### src/rtl/ifetch_queue.sv
// ifetch_queue: PC owner that fetches from instruction memory and queues instructions for decode.
module ifetch_queue #(
  parameter logic [63:0] RESET_PC = 64'h0,
  parameter int ADDR_W = 10,
  parameter int DEPTH = 2
) (
  input  logic              clk,
  input  logic              rst,
  input  logic              halt,
  input  logic              redirect_valid,
  input  logic [63:0]       redirect_pc,
  output logic [ADDR_W-1:0] imem_addr,
  output logic [1:0]        imem_word,
  output logic              imem_cs,
  input  logic [63:0]       imem_data,
  output logic              out_valid,
  input  logic              out_ready,
  output logic [31:0]       out_inst,
  output logic [63:0]       out_pc,
  output logic              out_fault
);
  localparam int AW = $clog2(DEPTH);
  localparam int CW = AW + 1;
  localparam logic [CW-1:0] FULL = CW'(DEPTH);
  localparam logic [ADDR_W-1:0] LAST = {{(ADDR_W-2){1'b1}}, 2'b00};
  typedef enum logic {RUN, FAULTED} state_t;
  state_t state;
  logic [63:0] pc;
  logic [63:0] pc_q [DEPTH];
  logic [31:0] inst_q [DEPTH];
  logic [DEPTH-1:0] fault_q;
  logic [AW-1:0] rd, wr;
  logic [CW-1:0] count;
  logic pop, fetch, fault_addr;
  logic unused_hi;
  assign unused_hi = ^imem_data[63:32];
  always_comb begin
    pop = out_valid && out_ready;
    fetch = (state == RUN) && !halt && !redirect_valid && !rst && ((count < FULL) || pop);
    fault_addr = (|pc[1:0]) || (|pc[63:ADDR_W]) || (pc[ADDR_W-1:0] > LAST);
  end
  assign imem_cs = fetch;
  assign imem_addr = pc[ADDR_W-1:0];
  assign imem_word = 2'b10;
  assign out_valid = count != '0;
  assign out_inst = out_valid ? inst_q[rd] : '0;
  assign out_pc = out_valid ? pc_q[rd] : '0;
  assign out_fault = out_valid && fault_q[rd];
  always_ff @(posedge clk) begin
    if (rst) begin
      pc <= RESET_PC;
      state <= RUN;
      rd <= '0;
      wr <= '0;
      count <= '0;
    end else if (redirect_valid) begin
      pc <= redirect_pc;
      state <= RUN;
      rd <= '0;
      wr <= '0;
      count <= '0;
    end else begin
      if (fetch) begin
        pc_q[wr] <= pc;
        inst_q[wr] <= fault_addr ? 32'h0 : imem_data[31:0];
        fault_q[wr] <= fault_addr;
        wr <= wr + 1'b1;
        // a faulting PC is kept so the fault entry and any later inspection see it
        if (fault_addr) state <= FAULTED;
        else pc <= pc + 64'd4;
      end
      if (pop) rd <= rd + 1'b1;
      count <= count + CW'(fetch) - CW'(pop);
    end
  end
endmodule

### config.mk
export PLATFORM = sky130hd
export DESIGN_NAME = ifetch_queue
export DESIGN_NICKNAME = d
export VERILOG_FILES = /design/src/rtl/ifetch_queue.sv
export SDC_FILE = /design/constraint.sdc
export NUM_CORES = 1
export LEC_CHECK = 0
export BUFFER_PORTS_ARGS = -buffer_cell sky130_fd_sc_hd__buf_2
export CAP_MARGIN = 20
export CORE_UTILIZATION = 58
export CTS_CLUSTER_SIZE = 28
export DETAILED_ROUTE_END_ITERATION = 8
export PLACE_DENSITY = 0.9
export SETUP_SLACK_MARGIN = 0.15
export SYNTH_ARGS = -nofsm -noshare
export SYNTH_HDL_FRONTEND = slang
export SYNTH_SLANG_ARGS = --single-unit
### constraint.sdc
create_clock -name clk -period 24 [get_ports clk]
set_clock_uncertainty 0.1 [all_clocks]
set_input_delay 6 -clock clk [delete_from_list [all_inputs] [get_ports clk]]
set_output_delay 6 -clock clk [all_outputs]
set_load 0.05 [all_outputs]
==> qor.yml <==
status: "finished, final reports clean"
drt_pass1_iterations: 7
cap_viol_max_count: 0
numPortBuffers: 209
clock-sinks: 264
worstPathMaxFanout: 71
synth_area_leaders: "edfxtp_1, mux2i_1, dfxtp_1"
rsz0062_at_grt: "no"
htreeDepth: 1
numCtsBuffers: 26
dp_hpwl_um: 13700
ant_nets: 0
start_kind: "input port"
r2r-end: "inst_q[0][28]"
synthMuxAreaShare_pct: 14.5
gp_congestion: 0.772
rows: 48
clkSlewWorstSetupHoldPaths_ns: 0.06
die_area_mm2: 0.0188
synth-xor-area-share_pct: 0.414
async_reset_ff_share_pct: 0
track_usage_pct: 23.3
clockPowerShare_pct: 40.3
cts_resized: 0
finish.utilization_pct: 71.9
synth-adder-area-share_pct: 0.355
rr_startpoint: "state"
drt-total-wl_um: 21900
layout_commonest_cell: "buf_2"
cts_tree: "yes"
pin_count: 244
route.detailed.drc: 0
synthCells: 772
die_h_um: 137
leakagePower_nw: 4.91
tightest_slew_ns: 0.966
cp_slowest_cell: "or4_1"
syn_nets: 908
drive_gt1_share_pct: 28.3
grt_pass1_vias: 6551
yosys.cell_types.count: 40
hold_buffers: 0
worstSkewPairLatency_ns: 0.53
cts-root-buf: "clkbuf_16"
reg2reg_slack_ns: 20.65
setup_violations: 0
postCtsSetupRepairBufs: 0
ys.flop_type: "edfxtp_1"
dr_wl_met2_um: 10800
area_delta_synth_final_pct: 19.4
period_minus_slack_ns: 14.01
grt_antenna_before_repair: 7
syn_area_per_cell_um2: 13.7
relSlewSlack_pct: 35.6
cp_data_arrival_time_ns: 7.91
synth_top_area_share_pct: 55.1
p_int_uw: 759
grt_max_degree: 72
start_util_pct: 60.3
slew_viol_final: 0
yosys_warnings: 0
ys_ff_latch: 264
drt-initial-drc-count: 331
wl_met3_um: 1790
grt_first_pass_wirelength_um: 33200
path_cells: "buf_2 -> buf_4 -> or4_1 -> or2_1 -> inv_1 -> buf_2"
critical-path-top-delay-family: "buffers and inverters"
synth_compound_area_share_pct: 1.84
overflow: 0
stdcell_count: 1210
pwr_density_cell_mw_per_mm2: 78.1
synth_area_leader_cell: "edfxtp_1"
die_w_um: 137
crit_path_max_incr_delay_ns: 0.53
hold_end: "pc_q[0][48]"
worstHoldPathCells: 0
synthSimpleGateAreaFrac_pct: 11.5
routed_via_density: 5.57
cp_common_cell: "buf_2"
swShare_pct: 23.0
clock_path_buffers: 3
ff2ff_path_depth: 4
crit_path_end_kind: "output port"
most-common-layout-cells: "buf_2, edfxtp_1, mux2i_1"
path_buf_inv: 4
synth-edff-count: 194
finalSetupTns_ns: 0
dp_cells: 1155
total_power_uw: 986
hold_start: "pc[48]"
hold_path_class: "flip-flop to flip-flop"
path_class: "input port to output port"
ys_seq_area_share_pct: 68.4
vdd.ir_drop.worst_mv: 0.0767
top_layer_used: "met5"
switching_power_uw: 227
fin_crit_sh_pct: 58.4
num-nets-final: 1095
p_seq_share_pct: 52.0
fmax_mhz: 71.4
synth_top_family_by_area: "multiplexers"
cp.required_ns: 17.90
core_area_mm2: 0.0175
hold_violations: 0
routedWlPerCell_um: 18.1
wl_met1_um: 8620
vias: 6734
cp.depth: 6
syn_area_mm2: 0.0106
p_comb_share_pct: 7.7
## power groups by stage
stage | Clock, mW | Sequential (mW) | Combinational, mW
detailed placement | 0 | 0.522 | 0.0761
floorplan | 0 | 0.519 | 0.0558
CTS | 0.404 | 0.512 | 0.0767
global placement | 0 | 0.521 | 0.0743
global route | 0.422 | 0.514 | 0.0818
finish | 0.397 | 0.512 | 0.0764
## how the worst max path moves through the flow
stage / start / end / slack [ns]
final: rst / imem_cs / 9.99
after global routing: rst / imem_cs / 9.88
after CTS: rst / imem_cs / 10.03
after detailed placement: rst / imem_cs / 10.03
after global placement: rst / imem_cs / 10.05
after floorplan: redirect_valid / imem_cs / 10.56
## per-stage QoR
step / setup slack (ns) / cell area (µm²) / hold slack (ns)
after floorplan: 10.56 / 10600 / 0.333
after global placement: 10.05 / 11700 / 0.345
after detailed placement: 10.03 / 11700 / 0.371
after CTS: 10.03 / 12600 / 0.386
after global routing: 9.88 / 12600 / 0.394
final: 9.99 / 12600 / 0.387
## final cells by class
class                      count  area, µm²
antenna                        6       15.0
clock buffer                  36        758
clock inverter                12        103
fill                        1173       4920
inverter                       8       30.0
multi-input combinational    441       3050
sequential                   264       7230
tap                          225        282
timing repair buffer         218       1150
## logic make-up after synthesis
family,after synthesis
flip-flops,264
AND/OR/NAND/NOR,259
multiplexers,153
buffers and inverters,67
AO/OA/AOI/OAI,19
XOR/XNOR,5
adder cells (fa/ha/maj),3
other,2
## registers in the layout (all words and copies together) (netlist names), named ones only
signal and cells:
inst_q 64, state 1, wr 1, rd 1, pc 64, pc_q 128, count 2, fault_q 2
## cell usage after synthesis, types with 6 or more instances
| library cell | n |
|---|---|
| nor3_1 | 16 |
| nor4_1 | 14 |
| buf_4 | 12 |
| and2_1 | 6 |
| nand2_1 | 10 |
| inv_1 | 8 |
| buf_1 | 13 |
| and3_1 | 33 |
| mux2i_1 | 153 |
| dfxtp_1 | 70 |
| nor2_1 | 153 |
| clkbuf_1 | 29 |
| nor2b_1 | 6 |
| edfxtp_1 | 194 |
## metal layers
layer  vias up  global-route usage (%)
met3        59                    5.70
met4         2                    8.73
met5         -                       0
met2       261                    39.9
li1       3178                       -
met1      3234                    28.5
## worst register-to-register path: stages (launching register included)
cell and delay (ns):
dfxtp_1 0.32, or4_1 0.53, or2_1 0.39, nor2_4 0.68, buf_4 0.87
(Power assumes the default switching activity.)
